--- src/rtl/lsu_pkg.sv ---
// Shared encodings for the load/store unit: RV32 width codes, FSM states
// and the access legality check.
package lsu_pkg;

    localparam logic [2:0] F3_B  = 3'b000;
    localparam logic [2:0] F3_H  = 3'b001;
    localparam logic [2:0] F3_W  = 3'b010;
    localparam logic [2:0] F3_BU = 3'b100;
    localparam logic [2:0] F3_HU = 3'b101;

    typedef enum logic [1:0] {
        S_IDLE = 2'd0,
        S_REQ  = 2'd1,
        S_RESP = 2'd2
    } state_t;

    // True when the access must complete as a fault without touching memory.
    function automatic logic access_fault(input logic       load,
                                          input logic       store,
                                          input logic [2:0] funct3,
                                          input logic [1:0] addr_lo);
        logic legal;
        legal = (funct3 == F3_B) || (funct3 == F3_H) || (funct3 == F3_W) ||
                (funct3 == F3_BU) || (funct3 == F3_HU);
        return (load && store) || !legal || (store && funct3[2]) ||
               ((funct3[1:0] == 2'b01) && addr_lo[0]) ||
               ((funct3 == F3_W) && (addr_lo != 2'b00));
    endfunction

endpackage

--- src/rtl/lsu_align.sv ---
// Combinational lane steering: store byte enables and data replication,
// plus load lane extraction with sign or zero extension.
module lsu_align
    import lsu_pkg::*;
(
    input  logic [1:0]  req_size_i,
    input  logic [1:0]  req_addr_lo_i,
    input  logic [31:0] req_wdata_i,
    output logic [3:0]  req_ben_o,
    output logic [31:0] req_wdata_o,
    input  logic [2:0]  resp_funct3_i,
    input  logic [1:0]  resp_addr_lo_i,
    input  logic [31:0] resp_rdata_i,
    output logic [31:0] resp_rdata_o
);

    logic [7:0]  lane_b;
    logic [15:0] lane_h;

    // NOTE: every output of an always_comb gets a default first so no path leaves it unassigned (no latch).
    always_comb begin
        req_ben_o   = 4'b1111;
        req_wdata_o = req_wdata_i;
        case (req_size_i)
            2'b00: begin
                req_ben_o   = 4'b0001 << req_addr_lo_i;
                req_wdata_o = {4{req_wdata_i[7:0]}};
            end
            2'b01: begin
                req_ben_o   = 4'b0011 << {req_addr_lo_i[1], 1'b0};
                req_wdata_o = {2{req_wdata_i[15:0]}};
            end
            default: ;
        endcase
    end

    always_comb begin
        lane_b = resp_rdata_i[7:0];
        case (resp_addr_lo_i)
            2'd1:    lane_b = resp_rdata_i[15:8];
            2'd2:    lane_b = resp_rdata_i[23:16];
            2'd3:    lane_b = resp_rdata_i[31:24];
            default: ;
        endcase
        lane_h = resp_addr_lo_i[1] ? resp_rdata_i[31:16] : resp_rdata_i[15:0];
        case (resp_funct3_i)
            F3_B:    resp_rdata_o = {{24{lane_b[7]}}, lane_b};
            F3_H:    resp_rdata_o = {{16{lane_h[15]}}, lane_h};
            F3_BU:   resp_rdata_o = {24'b0, lane_b};
            F3_HU:   resp_rdata_o = {16'b0, lane_h};
            default: resp_rdata_o = resp_rdata_i;
        endcase
    end

endmodule

--- src/rtl/mem_lsu.sv ---
// Load/store unit in front of main_mem's data port: accepts one access from
// execute, issues a word request, waits for ready and returns extended data.
module mem_lsu
    import lsu_pkg::*;
#(
    parameter int AW = 14
) (
    input  logic          i_clk,
    input  logic          i_rst_n,
    input  logic          i_valid,
    input  logic          i_load,
    input  logic          i_store,
    input  logic [2:0]    i_funct3,
    input  logic [31:0]   i_addr,
    input  logic [31:0]   i_wdata,
    output logic          o_busy,
    output logic          o_done,
    output logic          o_fault,
    output logic [31:0]   o_rdata,
    output logic          o_dm_ren,
    output logic          o_dm_wen,
    output logic [3:0]    o_dm_ben,
    output logic [AW-1:0] o_dm_addr,
    output logic [31:0]   o_dm_wdata,
    input  logic [31:0]   i_dm_rdata,
    input  logic          i_dm_ready
);

    state_t        state_q, state_d;
    logic          ren_q, ren_d, wen_q, wen_d;
    logic [3:0]    ben_q, ben_d;
    logic [AW-1:0] addr_q, addr_d;
    logic [31:0]   wdata_q, wdata_d;
    logic [2:0]    f3_q, f3_d;
    logic [1:0]    lo_q, lo_d;
    logic          done_q, done_d, fault_q, fault_d;
    logic [31:0]   rdata_q, rdata_d;

    logic [3:0]    req_ben;
    logic [31:0]   req_wdata, load_data;
    logic          unused_addr_hi;

    assign unused_addr_hi = ^i_addr[31:AW+2];

    lsu_align u_align (
        .req_size_i     (i_funct3[1:0]),
        .req_addr_lo_i  (i_addr[1:0]),
        .req_wdata_i    (i_wdata),
        .req_ben_o      (req_ben),
        .req_wdata_o    (req_wdata),
        .resp_funct3_i  (f3_q),
        .resp_addr_lo_i (lo_q),
        .resp_rdata_i   (i_dm_rdata),
        .resp_rdata_o   (load_data)
    );

    always_comb begin
        state_d = state_q;
        ren_d   = ren_q;
        wen_d   = wen_q;
        ben_d   = ben_q;
        addr_d  = addr_q;
        wdata_d = wdata_q;
        f3_d    = f3_q;
        lo_d    = lo_q;
        done_d  = 1'b0;
        fault_d = 1'b0;
        rdata_d = rdata_q;
        case (state_q)
            S_IDLE: begin
                // Both strobes low is a bubble from execute, not an access.
                if (i_valid && (i_load || i_store)) begin
                    if (access_fault(i_load, i_store, i_funct3, i_addr[1:0])) begin
                        done_d  = 1'b1;
                        fault_d = 1'b1;
                        rdata_d = '0;
                    end else begin
                        ren_d   = i_load;
                        wen_d   = i_store;
                        ben_d   = req_ben;
                        addr_d  = i_addr[AW+1:2];
                        wdata_d = req_wdata;
                        f3_d    = i_funct3;
                        lo_d    = i_addr[1:0];
                        state_d = S_REQ;
                    end
                end
            end
            S_REQ: begin
                if (i_dm_ready) begin
                    ren_d = 1'b0;
                    wen_d = 1'b0;
                    if (wen_q) begin
                        done_d  = 1'b1;
                        rdata_d = '0;
                        state_d = S_IDLE;
                    end else begin
                        state_d = S_RESP;
                    end
                end
            end
            S_RESP: begin
                rdata_d = load_data;
                done_d  = 1'b1;
                state_d = S_IDLE;
            end
            default: state_d = S_IDLE;
        endcase
    end

    // NOTE: sequential state uses non-blocking assignments so every register samples pre-edge values.
    always_ff @(posedge i_clk) begin
        // NOTE: data registers are reset too, because every output, not just control, must read 0 after reset.
        if (!i_rst_n) begin
            state_q <= S_IDLE;
            ren_q   <= 1'b0;
            wen_q   <= 1'b0;
            ben_q   <= '0;
            addr_q  <= '0;
            wdata_q <= '0;
            f3_q    <= '0;
            lo_q    <= '0;
            done_q  <= 1'b0;
            fault_q <= 1'b0;
            rdata_q <= '0;
        end else begin
            state_q <= state_d;
            ren_q   <= ren_d;
            wen_q   <= wen_d;
            ben_q   <= ben_d;
            addr_q  <= addr_d;
            wdata_q <= wdata_d;
            f3_q    <= f3_d;
            lo_q    <= lo_d;
            done_q  <= done_d;
            fault_q <= fault_d;
            rdata_q <= rdata_d;
        end
    end

    assign o_busy     = (state_q != S_IDLE);
    assign o_done     = done_q;
    assign o_fault    = fault_q;
    assign o_rdata    = rdata_q;
    assign o_dm_ren   = ren_q;
    assign o_dm_wen   = wen_q;
    assign o_dm_ben   = ben_q;
    assign o_dm_addr  = addr_q;
    assign o_dm_wdata = wdata_q;

endmodule

--- config.mk ---
export PLATFORM = sky130hd
export DESIGN_NAME = mem_lsu
export DESIGN_NICKNAME = d
export VERILOG_FILES = /design/src/rtl/lsu_pkg.sv /design/src/rtl/lsu_align.sv /design/src/rtl/mem_lsu.sv
export SDC_FILE = /design/constraint.sdc
export NUM_CORES = 1
export LEC_CHECK = 0
export CAP_MARGIN = 20
export CORE_MARGIN = 2
export CORE_UTILIZATION = 48
export DETAILED_ROUTE_END_ITERATION = 8
export HOLD_SLACK_MARGIN = 0.06
export MAX_ROUTING_LAYER = met4
export PLACE_DENSITY = 0.95
export SLEW_MARGIN = 10
export SYNTH_ARGS = -nofsm -noshare
export SYNTH_HDL_FRONTEND = slang
export SYNTH_HIERARCHICAL = 1
export SYNTH_SLANG_ARGS = --single-unit
--- constraint.sdc ---
create_clock -name i_clk -period 4.5 [get_ports i_clk]
set_input_delay 0.9 -clock i_clk [delete_from_list [all_inputs] [get_ports i_clk]]
set_output_delay 0.9 -clock i_clk [all_outputs]
set_load 0.02 [all_outputs]
After elaboration in Yosys (flattened, before gate mapping)
Cells that the tools add are included.
{"block": "word_totals", "regBits": 93, "inputBits": 105, "out_inout_bits": 87, "elab_cells": 87}
{"block": "op_classes", "n_eq_ne": 18, "n_shift": 2, "mux": 27, "bitwise_logic": 1, "reduce_logical": 28}
{"cell": "two-way mux 32 bit", "count": 4}
{"cell": "one-hot mux 32 bit (4 select lines)", "count": 1}
{"cell": "one-hot mux 32 bit (3 select lines)", "count": 1}
{"cell": "one-hot mux 32 bit (2 select lines)", "count": 1}
{"cell": "one-hot mux 8 bit (3 select lines)", "count": 1}
{"cell": "two-way mux 16 bit", "count": 1}
{"cell": "== test 3 bit, second input constant", "count": 4}
{"cell": "inequality test 2 bit, second input constant", "count": 5}
{"cell": "logical OR 1 bit", "count": 9}
{"cell": "two-way mux 1 bit", "count": 9}
{"cell": "two-way mux 2 bit", "count": 4}
{"cell": "one-hot mux 4 bit (2 select lines)", "count": 1}
{"cell": "== test 2 x 1 -> 1 bit, second input constant", "count": 3}
{"cell": "== test 2 bit, second input constant", "count": 3}
{"cell": "== test 3 x 1 -> 1 bit, second input constant", "count": 2}
{"cell": "logical NOT 3 bit", "count": 2}
{"cell": "AND reduction 3 bit", "count": 2}
{"cell": "nonzero test 2 bit", "count": 3}
{"cell": "logical AND 1 bit", "count": 5}
{"cell": "AND reduction 5 bit", "count": 1}
{"cell": "logical NOT 2 bit", "count": 2}
{"cell": "one-hot mux 1 bit (2 select lines)", "count": 2}
{"cell": "one-hot mux 2 bit (2 select lines)", "count": 1}
{"cell": "AND reduction 4 bit", "count": 1}
{"cell": "8 further kinds", "count": 8}

Longest topological paths before layout
{"block": "depth", "ltp_word": 13, "ltp_mapped": 8}

Cells and area by module
Netlist, hierarchy kept.
{"module": "mem_lsu", "instances": 1, "cells_each": 429, "area_per_inst_um2": 3756.1, "seq_area_each_um2": 1861.8}
{"module": "lsu_align", "instances": 1, "cells_each": 160, "area_per_inst_um2": 1152.4, "seq_area_each_um2": 0.0}

Least setup slack after synthesis
No wires, ideal clock.
{"block": "synth_timing", "path_kind": "input port to flip-flop", "start": "in i_addr[0]", "end": "reg rdata_q[0], in the netlist o_rdata[0]", "setup_time_ns": 0.072, "arrival_ns": 1.984, "setup_slack_ns": 2.444, "stages": 6, "path_buffers": 2, "path_cell_list": "o31ai_2 > nand4_2 > or3b_1 > buf_6 > buf_8 > mux2i_1"}
{"block": "synth_via", "elab_chain_cells": 5}
{"element": "start, declared", "line": "mem_lsu.sv:14", "text": "input logic [31:0] i_addr,"}
{"element": "nonzero test 2 bit / logical AND 1 bit (equally long branches)", "line": "lsu_pkg.sv:27, lsu_pkg.sv:26"}
{"element": "logical AND 1 bit / logical OR 1 bit (equally long branches)", "line": "lsu_pkg.sv:27, lsu_pkg.sv:25"}
{"element": "logical OR 1 bit (*)", "line": "lsu_pkg.sv:26", "text": "((funct3[1:0] == 2'b01) && addr_lo[0]) ||"}
{"element": "inequality test 2 bit (no source line) (*)"}
{"element": "AND reduction 5 bit (no source line) (*)"}
{"element": "end signal, assigned", "line": "mem_lsu.sv:137", "text": "rdata_q <= rdata_d;"}
{"element": "end, declared", "line": "mem_lsu.sv:37", "text": "logic [31:0] rdata_q, rdata_d;"}
Mark *: on every way between the ends. The rest lies on a longest branch, timed or not.
A chain may end at the register's enable or synchronous reset.

Final worst setup path
{"block": "layout_timing", "start": "in i_addr[0]", "end": "reg rdata_q[22], in the netlist o_rdata[22]"}
Same word-level chain as after synthesis.

==> flow_metrics.env <==
export IMPL_yosysWarnings=6
export IMPL_min_period_over_period=0.6594
export IMPL_cts_hold_buf=0
export IMPL_start_kind="primary input"
export IMPL_globalRouteTotalUtil=0.2713
export IMPL_path_max_fanout=20
export IMPL_clock_path_buffers=2
export IMPL_crit_buf_inv=2
export IMPL_worst_slew_pin_slew_ns=1.085
export IMPL_grt_remaining_overflow=0
export IMPL_yosysMostFrequentCell="nand2_1"
export IMPL_required_ns=4.78
export IMPL_fp_dieH_um=105.1
export IMPL_synth_edf_count=0
export IMPL_final_nets=833
export IMPL_port_buffers=175
export IMPL_final_cell_area_sq_um=6748
export IMPL_clkLatencyLatePin_ns=0.36
export IMPL_syn_area_per_cell_sq_um=8.334
export IMPL_antenna_found_initial=0
export IMPL_min_period_ns=2.967
export IMPL_fmax_ghz=0.3370
export IMPL_netlist_instances=589
export IMPL_grt_pass1_vias=4777
export IMPL_die_w_um=105.1
export IMPL_wl_per_cell_um=17.29
export IMPL_synth_seq_cells=93
export IMPL_fin_skew_ns=0.006361
export IMPL_gp_congestion=0.8930
export IMPL_min_path_type="flop to flop"
export IMPL_ios=192
export IMPL_setup_total_negative_slack_ns=0
export IMPL_ir_drop_mv=0.1735
export IMPL_placed_area_sq_um=6544
export IMPL_crit_type="primary input to flop"
export IMPL_cap_violations=0
export IMPL_net_switching_power_uw=473.7
export IMPL_synth_adder_area_share=0.01020
export IMPL_ys_flop_type="dfxtp_1"
export IMPL_hold_violations=0
export IMPL_ant_nets=0
export IMPL_ctsHtreeMaxLevel=3
export IMPL_ys_async_sr_fraction=0
export IMPL_vias=4834
export IMPL_cpPeakStageDelay_ns=0.67
export IMPL_start_util=0.4976
export IMPL_synth_area_leader_cell="dfxtp_1"
export IMPL_fin_hold_ws_ns=0.4540
export IMPL_cts_sinks=93
export IMPL_finalWirelength_mm=14.87
export IMPL_drtIter0Drc=168
export IMPL_num_rows=36
export IMPL_clkTransAtPathRegs_ns=0.09
export IMPL_synthMuxAreaShare=0.1463
export IMPL_worst_setup_path_end_kind="flop"
export IMPL_nFillCells=747
export IMPL_path_cells="clkdlybuf4s50_1, o31ai_2, nand4_2, or3b_2, buf_4, mux2i_1"
export IMPL_drive_above_1_share=0.07428
export IMPL_synth_seq_area_share=0.3793
export IMPL_seq_power_share=0.486
export IMPL_swShare=0.2695
export IMPL_cts_tree="built"
export IMPL_synth_top_area_share=0.3793
export IMPL_ys_types=47
export IMPL_r2r_cells=7
export IMPL_grt_pass1_wl_mm=23.27
export IMPL_p_comb_frac=0.210
export IMPL_cts_resized=0
export IMPL_synth_common_cells="nand2_1, dfxtp_1, a21boi_1"
export IMPL_relSlewSlack=0.2770
export IMPL_synth_area_leaders="dfxtp_1, nand2_1, mux2i_1"
export IMPL_dr_pass1_iters=5
export IMPL_core_area_sq_um=9864
export IMPL_grt_max_degree=128
export IMPL_crit_family="buffers and inverters"
export IMPL_hold_path_depth=2
export IMPL_p_int_mw=1.284
export IMPL_synth_top_family_by_area="simple AND/OR/NAND/NOR gates"
export IMPL_drv_slew=0
export IMPL_clockRootBuffer="clkbuf_8"
export IMPL_viasPerCell=5.621
export IMPL_syn_area_sq_um=4908
export IMPL_synthSimpleGateAreaFrac=0.2067
export IMPL_area_growth_pct=37.47
export IMPL_finalPower_mw=1.758
export IMPL_setup_viol_count_final=0
export IMPL_p_per_area_nw_per_um2=260.5
export IMPL_seqCellArea_sq_um=1862
export IMPL_synthXorXnorAreaFrac=0
export IMPL_syn_num_nets=698
export IMPL_post_cts_buffers=0
export IMPL_worstPathArrival_ns=3.25
export IMPL_drc=0
export IMPL_slowest_stage="or3b_2"
export IMPL_cellLeakagePower_nw=2.471
export IMPL_status="finished clean"
export IMPL_multi_input_area_sq_um=2703
export IMPL_synth_compound_area_frac=0.1871
export IMPL_hpwl_mm=10.66
export IMPL_insertedDiodeCount=0
export IMPL_cp_depth=6
export IMPL_clkPwrFrac=0.305
export IMPL_die_area_sq_um=11050
export IMPL_rsz0062_at_grt="no"
export IMPL_cts_buffers=9
-- power groups by stage --
stage               sequential [mW]  combinational [mW]  clock [mW]
floorplan                     0.890               0.200           0
global placement              0.871               0.354           0
detailed placement            0.873               0.362           0
CTS                           0.853               0.365       0.547
global route                  0.856               0.392       0.577
finish                        0.853               0.369       0.535
-- per-stage QoR --
step,cells,util,setup WS [ns]
5_1_grt,860,0.6840,1.369
4_1_cts,859,0.6820,1.537
6_report,860,0.6840,1.533
3_5_place_dp,845,0.6634,1.152
3_3_place_gp,845,0.6634,1.241
2_1_floorplan,589,-,2.444
-- per-layer routing --
metal,up-vias,wire length (um),GRT usage
li1,2291,-,-
met1,2261,5852,0.2943
met2,239,7244,0.4596
met3,43,1197,0.06737
met4,0,573,0.1390
met5,-,0,-
-- worst paths after layout --
kind                     from           to  slack, ns
hold reg to reg   o_dm_ben[2]  o_dm_ben[2]       0.45
setup / recovery    i_addr[0]  o_rdata[22]       1.53
hold / removal    o_dm_ben[2]  o_dm_ben[2]       0.45
setup reg to reg   state_q[0]  o_rdata[22]       2.13
-- worst register-to-register path: stages, from the launching register on --
cell     delay, ns
dfxtp_1       0.37
inv_1         0.09
ha_1          0.27
inv_1         0.15
o21ai_1       0.13
or3b_2        0.79
buf_4         0.33
mux2i_1       0.14
-- cell usage in the layout (no fill, tap or decap), types with 6 or more instances in the layout --
master and instances:
a21boi_1 50, a221o_1 15, a22o_1 8, buf_4 6, clkbuf_8 13, clkdlybuf4s50_1 174
dfxtp_1 93, inv_1 6, mux2_2 24, mux2i_1 41, nand2_1 174, nand3_1 34
nor4b_1 7, o21ai_0 25
-- sequential cells by signal (all words and copies together) (netlist names) --
signal / cells
f3_q: 3
lo_q: 2
o_dm_addr: 14
o_dm_ben: 4
o_dm_ren: 1
o_dm_wdata: 32
o_dm_wen: 1
o_done: 1
o_fault: 1
o_rdata: 32
state_q: 2
-- final cells by class --
cell class	count	area share
inverter	7	0.003894
tap	133	0.02466
sequential	93	0.2759
clock inverter	1	0.0007417
clock buffer	13	0.02652
multi-input combinational	432	0.4005
timing repair buffer	181	0.2678
-- kinds of logic after synthesis --
| logic type | count (synthesis) |
|---|---|
| adders and majority gates | 4 |
| muxes | 67 |
| buffers and inverters | 64 |
| and+or+nand+nor | 236 |
| AOI/OAI and AO/OA | 125 |
| DFF | 93 |
No activity file was read; power rests on OpenSTA's default activity.
